<file path="config.mk">
export PLATFORM = sky130hd
export DESIGN_NAME = pipe_front_regs
export DESIGN_NICKNAME = d
export VERILOG_FILES = /design/src/rtl/mips_pkg.sv /design/src/rtl/pipe_reg_en_clr.sv /design/src/rtl/pipe_front_regs.sv
export SDC_FILE = /design/constraint.sdc
export NUM_CORES = 1
export LEC_CHECK = 0
export CAP_MARGIN = 30
export CELL_PAD_IN_SITES_DETAIL_PLACEMENT = 1
export CELL_PAD_IN_SITES_GLOBAL_PLACEMENT = 1
export CORE_MARGIN = 4
export CORE_UTILIZATION = 30
export CTS_CLUSTER_DIAMETER = 200
export CTS_CLUSTER_SIZE = 8
export DETAILED_ROUTE_END_ITERATION = 10
export GPL_TIMING_DRIVEN = 0
export HOLD_SLACK_MARGIN = 0.02
export PLACE_DENSITY_LB_ADDON = 0.3
export SETUP_SLACK_MARGIN = 0.05
export SLEW_MARGIN = 5
export SYNTH_ARGS = -nofsm -noshare
export SYNTH_HDL_FRONTEND = slang
export SYNTH_SLANG_ARGS = --single-unit
</file>
<file path="constraint.sdc">
create_clock -name clk -period 6.5 [get_ports clk]
set_clock_uncertainty 0.15 [all_clocks]
set_input_delay 1.3 -clock clk [delete_from_list [all_inputs] [get_ports clk]]
set_output_delay 1.3 -clock clk [all_outputs]
set_load 0.01 [all_outputs]
</file>
<file path="src/rtl/mips_pkg.sv">
// Shared definitions for the 5-stage MIPS core front end.
package mips_pkg;

    // Decode control bundle: {RegWrite, MemtoReg, MemWrite, ALUControl[2:0], ALUSrc, RegDst}
    localparam int CTRL_W           = 8;
    localparam int CTRL_REGDST      = 0;
    localparam int CTRL_ALUSRC      = 1;
    localparam int CTRL_ALUCTRL_LSB = 2;
    localparam int CTRL_MEMWRITE    = 5;
    localparam int CTRL_MEMTOREG    = 6;
    localparam int CTRL_REGWRITE    = 7;

    localparam logic [31:0] RESET_PC  = 32'h0000_0000;
    localparam logic [31:0] NOP_INSTR = 32'h0000_0000;

endpackage

</file>
<file path="src/rtl/pipe_reg_en_clr.sv">
// Pipeline register with synchronous reset, enable (hold when low) and clear.
// Priority: reset > hold > clear > load.
module pipe_reg_en_clr #(
    parameter int         W       = 32,
    parameter logic [W-1:0] RST_VAL = '0,
    parameter logic [W-1:0] CLR_VAL = '0
) (
    input  logic         clk,
    input  logic         reset,
    input  logic         en,
    input  logic         clr,
    input  logic [W-1:0] d,
    output logic [W-1:0] q
);

    logic [W-1:0] r_q;

    // Register update: hold beats clear so a stalled stage keeps its instruction.
    always_ff @(posedge clk) begin
        // NOTE: non-blocking assignment so every pipeline stage samples the pre-edge value of its neighbour.
        if (reset)
            r_q <= RST_VAL;
        else if (!en)
            r_q <= r_q;
        else if (clr)
            r_q <= CLR_VAL;
        else
            r_q <= d;
    end

    assign q = r_q;

endmodule

</file>
<file path="src/rtl/pipe_front_regs.sv">
// Front-end pipeline state: PC, IF/ID and ID/EX registers plus a debug stall counter.
module pipe_front_regs #(
    parameter logic [31:0] RESET_PC = mips_pkg::RESET_PC,
    parameter int          CTRL_W   = mips_pkg::CTRL_W,
    parameter int          CNT_W    = 16
) (
    input  logic              clk,
    input  logic              reset,
    input  logic              StallF,
    input  logic              StallD,
    input  logic              FlushE,
    input  logic              PCSrcD,
    input  logic [31:0]       PCBranchD,
    input  logic              JumpD,
    input  logic [31:0]       PCJumpD,
    input  logic [31:0]       InstrF,
    input  logic [CTRL_W-1:0] CtrlD,
    input  logic [31:0]       RD1D,
    input  logic [31:0]       RD2D,
    input  logic [31:0]       SignImmD,
    input  logic [4:0]        RsD,
    input  logic [4:0]        RtD,
    input  logic [4:0]        RdD,
    output logic [31:0]       PCF,
    output logic [31:0]       InstrD,
    output logic [31:0]       PCPlus4D,
    output logic              ValidD,
    output logic [CTRL_W-1:0] CtrlE,
    output logic [31:0]       RD1E,
    output logic [31:0]       RD2E,
    output logic [31:0]       SignImmE,
    output logic [4:0]        RsE,
    output logic [4:0]        RtE,
    output logic [4:0]        RdE,
    output logic              ValidE,
    output logic [CNT_W-1:0]  StallCount
);

    import mips_pkg::*;

    localparam int IFID_W = 32 + 32 + 1;
    localparam int IDEX_W = CTRL_W + 32 * 3 + 5 * 3 + 1;

    logic [31:0]       w_pcf;
    logic [31:0]       w_pcplus4f;
    logic [31:0]       w_pc_next;
    logic              w_flushd;
    logic [IFID_W-1:0] w_ifid_d;
    logic [IFID_W-1:0] w_ifid_q;
    logic [IDEX_W-1:0] w_idex_d;
    logic [IDEX_W-1:0] w_idex_q;
    logic [CNT_W-1:0]  r_stall_cnt;

    // Next-PC selection: jump outranks branch, both outrank sequential fetch.
    always_comb begin
        w_pcplus4f = w_pcf + 32'd4;
        w_pc_next  = w_pcplus4f;
        if (JumpD)
            w_pc_next = PCJumpD;
        else if (PCSrcD)
            w_pc_next = PCBranchD;
    end

    assign w_flushd = PCSrcD | JumpD;
    assign w_ifid_d = {InstrF, w_pcplus4f, 1'b1};
    assign w_idex_d = {CtrlD, RD1D, RD2D, SignImmD, RsD, RtD, RdD, ValidD};

    pipe_reg_en_clr #(
        .W       (32),
        .RST_VAL (RESET_PC),
        .CLR_VAL ('0)
    ) u_pc_reg (
        .clk   (clk),
        .reset (reset),
        .en    (~StallF),
        .clr   (1'b0),
        .d     (w_pc_next),
        .q     (w_pcf)
    );

    // Flushed IF/ID slot holds a nop with no valid bit so it writes nothing downstream.
    pipe_reg_en_clr #(
        .W       (IFID_W),
        .RST_VAL ('0),
        .CLR_VAL ({NOP_INSTR, 32'h0, 1'b0})
    ) u_ifid_reg (
        .clk   (clk),
        .reset (reset),
        .en    (~StallD),
        .clr   (w_flushd),
        .d     (w_ifid_d),
        .q     (w_ifid_q)
    );

    // ID/EX never holds; a clear yields an all-zero bubble (RegWrite=MemWrite=0).
    pipe_reg_en_clr #(
        .W       (IDEX_W),
        .RST_VAL ('0),
        .CLR_VAL ('0)
    ) u_idex_reg (
        .clk   (clk),
        .reset (reset),
        .en    (1'b1),
        .clr   (FlushE),
        .d     (w_idex_d),
        .q     (w_idex_q)
    );

    // Saturating count of decode-stall cycles, cleared only by reset.
    always_ff @(posedge clk) begin
        if (reset)
            r_stall_cnt <= '0;
        else if (StallD && (r_stall_cnt != {CNT_W{1'b1}}))
            r_stall_cnt <= r_stall_cnt + 1'b1;
    end

    assign PCF = w_pcf;
    assign {InstrD, PCPlus4D, ValidD} = w_ifid_q;
    assign {CtrlE, RD1E, RD2E, SignImmE, RsE, RtE, RdE, ValidE} = w_idex_q;
    assign StallCount = r_stall_cnt;

endmodule
</file>
==> metrics.csv, run 1 <==
stage,metric,value,unit
worst_setup_path,cp_slowest_stage_delay,650,ps
synthesis,synth_top_family_by_area,simple AND/OR/NAND/NOR gates,
worst_setup_path,cp.buffers_inverters,4,
grt,antenna_found_initial,3,
placement,dpl-instance-area,0.01378,mm^2
synthesis,synth_xor_area_frac,0.03993,
placement,hpwl,30760,um
synthesis,synth_compound_area_frac,0.1262,
die,fp.dieW,179.0,um
die,die_h,179.0,um
die,start_util,0.3049,
synthesis,yosysMostFrequentCell,dfxtp_1,
worst_setup_path,rr_worst_depth,6,
worst_setup_path,startpoint,JumpD,
placement,dp_slack,2361,ps
sta,finalSetupViolations,0,
synthesis,synth_area,0.008775,mm^2
synthesis,synth_nets,1207,
sta,finalHoldViolCount,0,
grt,grt_pass1_wl,56980,um
sta,fmax,275.4,MHz
clock_tree,cts_hold_buf,0,
placement,port-buffer-count,452,
final_layout,drive_gt1_frac,0.03864,
placement,place.gp.congestion,0.8248,
clock_tree,cts_root_buf,clkbuf_16,
final_layout,final_cells,1860,
sta,fin_ws,2869,ps
worst_setup_path,rr_endpoint,u_pc_reg.q[26],
worst_setup_path,crit_fanout,10,
worst_setup_path,required,6740,ps
final_layout,stdcell_area,0.01472,mm^2
power,power_leakage,5.431,nW
clock_tree,cts_max_path_buffers,3,
synthesis,synth.area.top_cells,"dfxtp_1 53%, and2_1 8.7%, nor2_1 5.3%",
sta,maxSlewHeadroom,0.4681,
die,io_pins,455,
clock_tree,clock_sinks,233,
power,power_density,243.3,mW/mm^2
hold_path,hp-class,reg2reg,
synthesis,synth_area_per_cell,8.926,um^2
drt,drt-initial-drc-count,380,
synthesis,ys_seq_area_frac,0.5316,
worst_setup_path,endpoint_kind,register,
worst_setup_path,r2r-start,u_pc_reg.q[2],
sta,worstMarginPinSlew,797.8,ps
grt,grt_pass1_vias,9368,
hold_path,hold_start,u_ifid_reg.q[14],
clock_tree,path_clk_slew,50,ps
die,core-area,0.02878,mm^2
die,num_rows,62,
synthesis,yosys.area_share.simple,0.2584,
sta,min_period,3631,ps
run,drv_cap,0,
synthesis,synth_edf_count,0,
worst_setup_path,crit_arrival,3880,ps
grt,globalRouteOverflowTotal,0,
synthesis,synth_cells,983,
drt,viasPerCell,4.829,
drt,first_pass_iters,6,
synthesis,async_reset_ff_frac,0,
synthesis,synth_cell_types,52,
worst_setup_path,cp.depth,7,
run_status,status,"complete, no violations",
sta,maxSlewViolCount,0,
sta,finalSetupTns,0,ps
die,die_area,0.03205,mm^2
worst_setup_path,crit_family,buffers and inverters,
worst_setup_path,crit_type,in2reg,
worst_setup_path,endpoint,u_pc_reg.q[25],
clock_tree,cts_tree,built,
synthesis,yosysWarnings,0,
clock_tree,clk_latency,500,ps
clock_tree,cts_buffers,35,
clock_tree,post_cts_resized,0,
worst_setup_path,r2r_setup_slack,3590,ps
synthesis,synth_top_area_share,0.5316,
final_layout,area_growth,67.76,%
drt,vias,8982,
worst_setup_path,start_kind,input pin,
clock_tree,post_cts_buffers,0,
synthesis,synth-main-ff-cell,dfxtp_1,
drt,wl_per_cell,21.48,um
grt,grt_max_degree,11,
sta,min_period_over_period,0.5587,
worst_setup_path,cp_cell_sequence,clkdlybuf4s50_1 > clkbuf_1 > nor2_1 > clkbuf_1 > clkbuf_1 > a21oi_1 > o32ai_1,
synthesis,synth_commonest_cells,"233 x dfxtp_1, 125 x nor2_1, 122 x and2_1, 83 x nand2_1, 76 x a21oi_1",
sta,whs,303.8,ps
worst_setup_path,path_common_cell,clkbuf_1,
power,irDropWorstVdd,178.6,uV
synthesis,synth_top_area_cell,dfxtp_1,
drt,ant_nets,0,
final_layout,final_nets,1696,
clock_tree,htreeDepth,2,
grt,track_usage,0.2340,
placement,dp.cells,1819,
drt,drc,0,
synthesis,synth_fa_ha_area_frac,0.002852,
synthesis,muxShareOfSynthArea,0.004563,
drt,wirelength,39960,um
worst_setup_path,cp_slowest_cell,clkbuf_1,
synthesis,synth_seq_cells,233,
sta,rsz0062_at_grt,false,
[placed cells by master, fill, tap and decap left out, drive strengths merged, types with 7 or more instances in the layout]
master / instances
and3: 10
buf: 16
dfxtp: 233
nor3: 13
or2: 7
and2: 122
o21ai: 40
o31a: 7
inv: 15
a21oi: 76
clkdlybuf4s50: 452
nand2b: 8
nor2: 125
o32ai: 8
nand3: 20
xor2: 20
xnor2: 20
and4: 7
a22oi: 13
nand4: 15
nand2: 83
clkbuf: 91
nor4: 10
[tightest hold or removal path, stage by stage, from the launching register on]
cell and delay (ps):
dfxtp_1 320, nand2_1 50, o21ai_0 60
[cell type report]
class	instances	area (um^2)
well taps	384	480.5
repair buffers	452	4524
fillers	3280	14060
plain buffers	70	267.8
inverters	14	52.55
flip-flops and latches	233	4664
clock buffers	37	904.6
clock inverters	3	33.78
multi-input cells	666	3790
diodes	1	2.502
[registers in the layout, indices dropped and copies added (netlist names)]
register,flops
StallCount,16
u_ifid_reg.q,65
u_idex_reg.q,120
u_pc_reg.q,32
[metrics by stage]
step | total power, mW | utilization
after floorplan | 1.694 | -
after global placement | 1.993 | 0.4788
after detailed placement | 2.005 | 0.4788
after CTS | 3.630 | 0.5114
after global routing | 3.718 | 0.5115
final | 3.582 | 0.5115
[metal layers]
layer | vias up | routed length [um] | track usage
li1 | 4280 | - | -
met1 | 4284 | 15420 | 0.2740
met2 | 345 | 19470 | 0.3955
met3 | 69 | 3962 | 0.09300
met4 | 4 | 1073 | 0.06876
met5 | - | 27 | 0
[cells by family (layout without fill, tap and decap cells)]
family	Yosys count	after routing
xor gates and xnor gates	40	40
other	0	1
adders and majority gates	2	2
AOI/OAI and AO/OA	180	180
buffers and inverters	84	576
muxes	4	4
DFF	233	233
and+or+nand+nor	440	440
[worst min path at each step]
stage / cells after the start / to
after detailed placement: 2 / u_ifid_reg.q[29]
after global routing: 2 / u_ifid_reg.q[14]
after CTS: 2 / u_ifid_reg.q[31]
after floorplan: 2 / u_ifid_reg.q[21]
final: 2 / u_ifid_reg.q[14]
after global placement: 2 / u_ifid_reg.q[23]
[report_power, final]
part	switching, mW	internal [mW]
Sequential	0.0376	1.48
Combinational	0.197	0.260
Clock	0.625	0.978
Total	0.860	2.72
No activity file was read; power rests on OpenSTA's default activity.
==> run 2: changes to the inputs <==
CORE_UTILIZATION = 28   (was 30)
clock period = 3.4 ns   (was 6.5 ns; I/O delays follow)
==> run 2 against run 1 <==
Net effect:
- count of clock-buffer cells in the layout fell by 1
- sequential cell count unchanged
- via count shrank 0.16%
- sequential power up 91%
- routed wire length down 1.2%
- critical path depth fell by 1
- utilization decreased by 3.2 points
- critical path type unchanged
- largest cell class unchanged
==> metrics.csv, run 2 (synthesis results as in run 1) <==
stage,metric,value,unit,change
sta,min_period,2927,ps,
die,io_pins,455,,unchanged
worst_setup_path,cp_slowest_cell,clkbuf_1,,unchanged
worst_setup_path,required,3680,ps,was 6740 ps
power,power_density,464.9,mW/mm^2,was 243.3 mW/mm^2
drt,wl_per_cell,21.09,um,was 21.48 um
worst_setup_path,path_common_cell,clkbuf_1,,unchanged
clock_tree,path_clk_slew,50,ps,about the same
grt,globalRouteMet2Util,0.3824,,was 0.3955
die,start_util,0.2854,,was 0.3049
sta,finalSetupViolations,0,,unchanged
final_layout,final_common_cell,clkdlybuf4s50_1,,unchanged
hold_path,hp-class,reg2reg,,unchanged
power,finalPower,6.852,mW,was 3.582 mW
grt,met1_usage,0.2529,,was 0.2740
sta,rsz0062_at_grt,false,,unchanged
clock_tree,cts_tree,built,,unchanged
worst_setup_path,crit_fanout,10,,unchanged
power,irDropWorstVdd,335.7,uV,was 178.6 uV
drt,vias,8968,,was 8982
die,die_h,185.0,um,was 179.0 um
final_layout,area_growth,67.99,%,was 67.76%
clock_tree,cts_root_buf,clkbuf_16,,unchanged
die,fp.dieW,185.0,um,was 179.0 um
grt,top_usage_layer,met2,,unchanged
final_layout,final_nets,1696,,unchanged
worst_setup_path,cp_cell_sequence,clkdlybuf4s50_1 > clkbuf_1 > buf_1 > clkbuf_1 > a22oi_1 > o221ai_1,,was clkdlybuf4s50_1 > clkbuf_1 > nor2_1 > clkbuf_1 > clkbuf_1 > a21oi_1 > o32ai_1
final_layout,mostFrequentLayoutCells,"452 x clkdlybuf4s50_1, 233 x dfxtp_1, 125 x nor2_1, 122 x and2_1, 83 x nand2_1",,unchanged
grt,globalRouteOverflowTotal,0,,unchanged
clock_tree,cts_buffers,35,,unchanged
sta,whs,296.1,ps,was 303.8 ps
grt,grt_util_met3,0.08052,,was 0.09300
drt,ant_nets,0,,unchanged
clock_tree,cts_hold_buf,0,,unchanged
grt,grt_pass1_wl,57790,um,was 56980 um
placement,port-buffer-count,452,,unchanged
sta,min_period_over_period,0.8608,,
die,core-area,0.03075,mm^2,was 0.02878 mm^2
drt,drt-initial-drc-count,354,,was 380
sta,fmax,341.7,MHz,
final_layout,drive_gt1_frac,0.03864,,unchanged
sta,maxSlewHeadroom,0.4872,,was 0.4681
clock_tree,clock_sinks,233,,unchanged
clock_tree,post_cts_resized,0,,unchanged
placement,dp.cells,1831,,was 1819
placement,place.gp.congestion,0.8544,,was 0.8248
grt,grt_max_degree,11,,unchanged
sta,finalSetupTns,0,ps,unchanged
drt,drc,0,,unchanged
sta,worstMarginPinSlew,763.3,ps,was 797.8 ps
final_layout,final_cells,1872,,was 1860
sta,finalHoldViolCount,0,,unchanged
drt,first_pass_iters,5,,was 6
final_layout,fillers,3486,,was 3280
grt,antenna_found_initial,4,,was 3
clock_tree,post_cts_buffers,0,,unchanged
worst_setup_path,crit_arrival,3200,ps,was 3880 ps
die,num_rows,64,,was 62
placement,dp_slack,5.713,ps,was 2361 ps
clock_tree,htreeDepth,2,,unchanged
clock_tree,clk_latency,510,ps,was 500 ps
clock_tree,cts_max_path_buffers,3,,unchanged
worst_setup_path,cp_slowest_stage_delay,570,ps,was 650 ps
worst_setup_path,start_kind,input pin,,unchanged
grt,grt_pass1_vias,9536,,was 9368
drt,viasPerCell,4.791,,was 4.829
power,power_leakage,5.430,nW,was 5.431 nW
grt,track_usage,0.2193,,was 0.2340
run_status,status,"complete, no violations",,unchanged
die,die_area,0.03423,mm^2,was 0.03205 mm^2
worst_setup_path,crit_type,in2reg,,unchanged
final_layout,largest_reg_flops,120,,unchanged
sta,maxSlewViolCount,0,,unchanged
worst_setup_path,endpoint_kind,register,,unchanged
run,drv_cap,0,,unchanged
placement,hpwl,30980,um,was 30760 um
drt,wirelength,39480,um,was 39960 um
sta,fin_ws,473.2,ps,was 2869 ps
==> run 2: changes by cell type in the layout (fill, tap and decap cells not counted) <==
cell       change
clkinv_16      +1
clkbuf_16      -1
==> run 2: metal layers <==
layer  up-vias  wire [um]  share of wire
met4         6        832          0.021
met5         -         40         0.0010
met1      4274      15290           0.39
met2       351      19600           0.50
li1       4275          -              -
met3        62       3722          0.094
==> run 2: through the flow <==
stage	util	area (um^2)
floorplan	-	8775
global placement	0.4486	13790
detailed placement	0.4486	13790
CTS	0.4793	14740
global route	0.4794	14740
finish	0.4794	14740
==> run 2: final cells by class <==
class	count	area (um^2)	share of cell area
sequential	233	4664	0.3164
timing repair buffer	452	4524	0.3069
multi-input combinational	666	3790	0.2571
clock buffer	36	879.6	0.05967
tap	396	495.5	0.03361
buffer	70	267.8	0.01816
clock inverter	4	63.81	0.004329
inverter	14	52.55	0.003565
antenna	1	2.502	0.0001698
==> run 2: power breakdown <==
part	internal [mW]	total (mW)	leakage [nW]	switching, mW
Combinational	0.497	0.872	3.07	0.375
Sequential	2.84	2.90	1.90	0.0683
Clock	1.84	3.08	0.459	1.24
Total	5.17	6.85	5.43	1.68
==> run 2: worst max-delay path: cells and delay by family <==
family / cells / cell delay [ps]
AOI/OAI and AO/OA: 2 / 500
buffers and inverters: 4 / 2010
==> run 2: worst paths after layout <==
kind         cells after the start  slack, ps             start               end
min                              2        300  u_ifid_reg.q[25]  u_ifid_reg.q[25]
max                              6        470             JumpD    u_pc_reg.q[22]
max reg2reg                      6        600     u_pc_reg.q[2]    u_pc_reg.q[26]
min reg2reg                      2        300  u_ifid_reg.q[25]  u_ifid_reg.q[25]
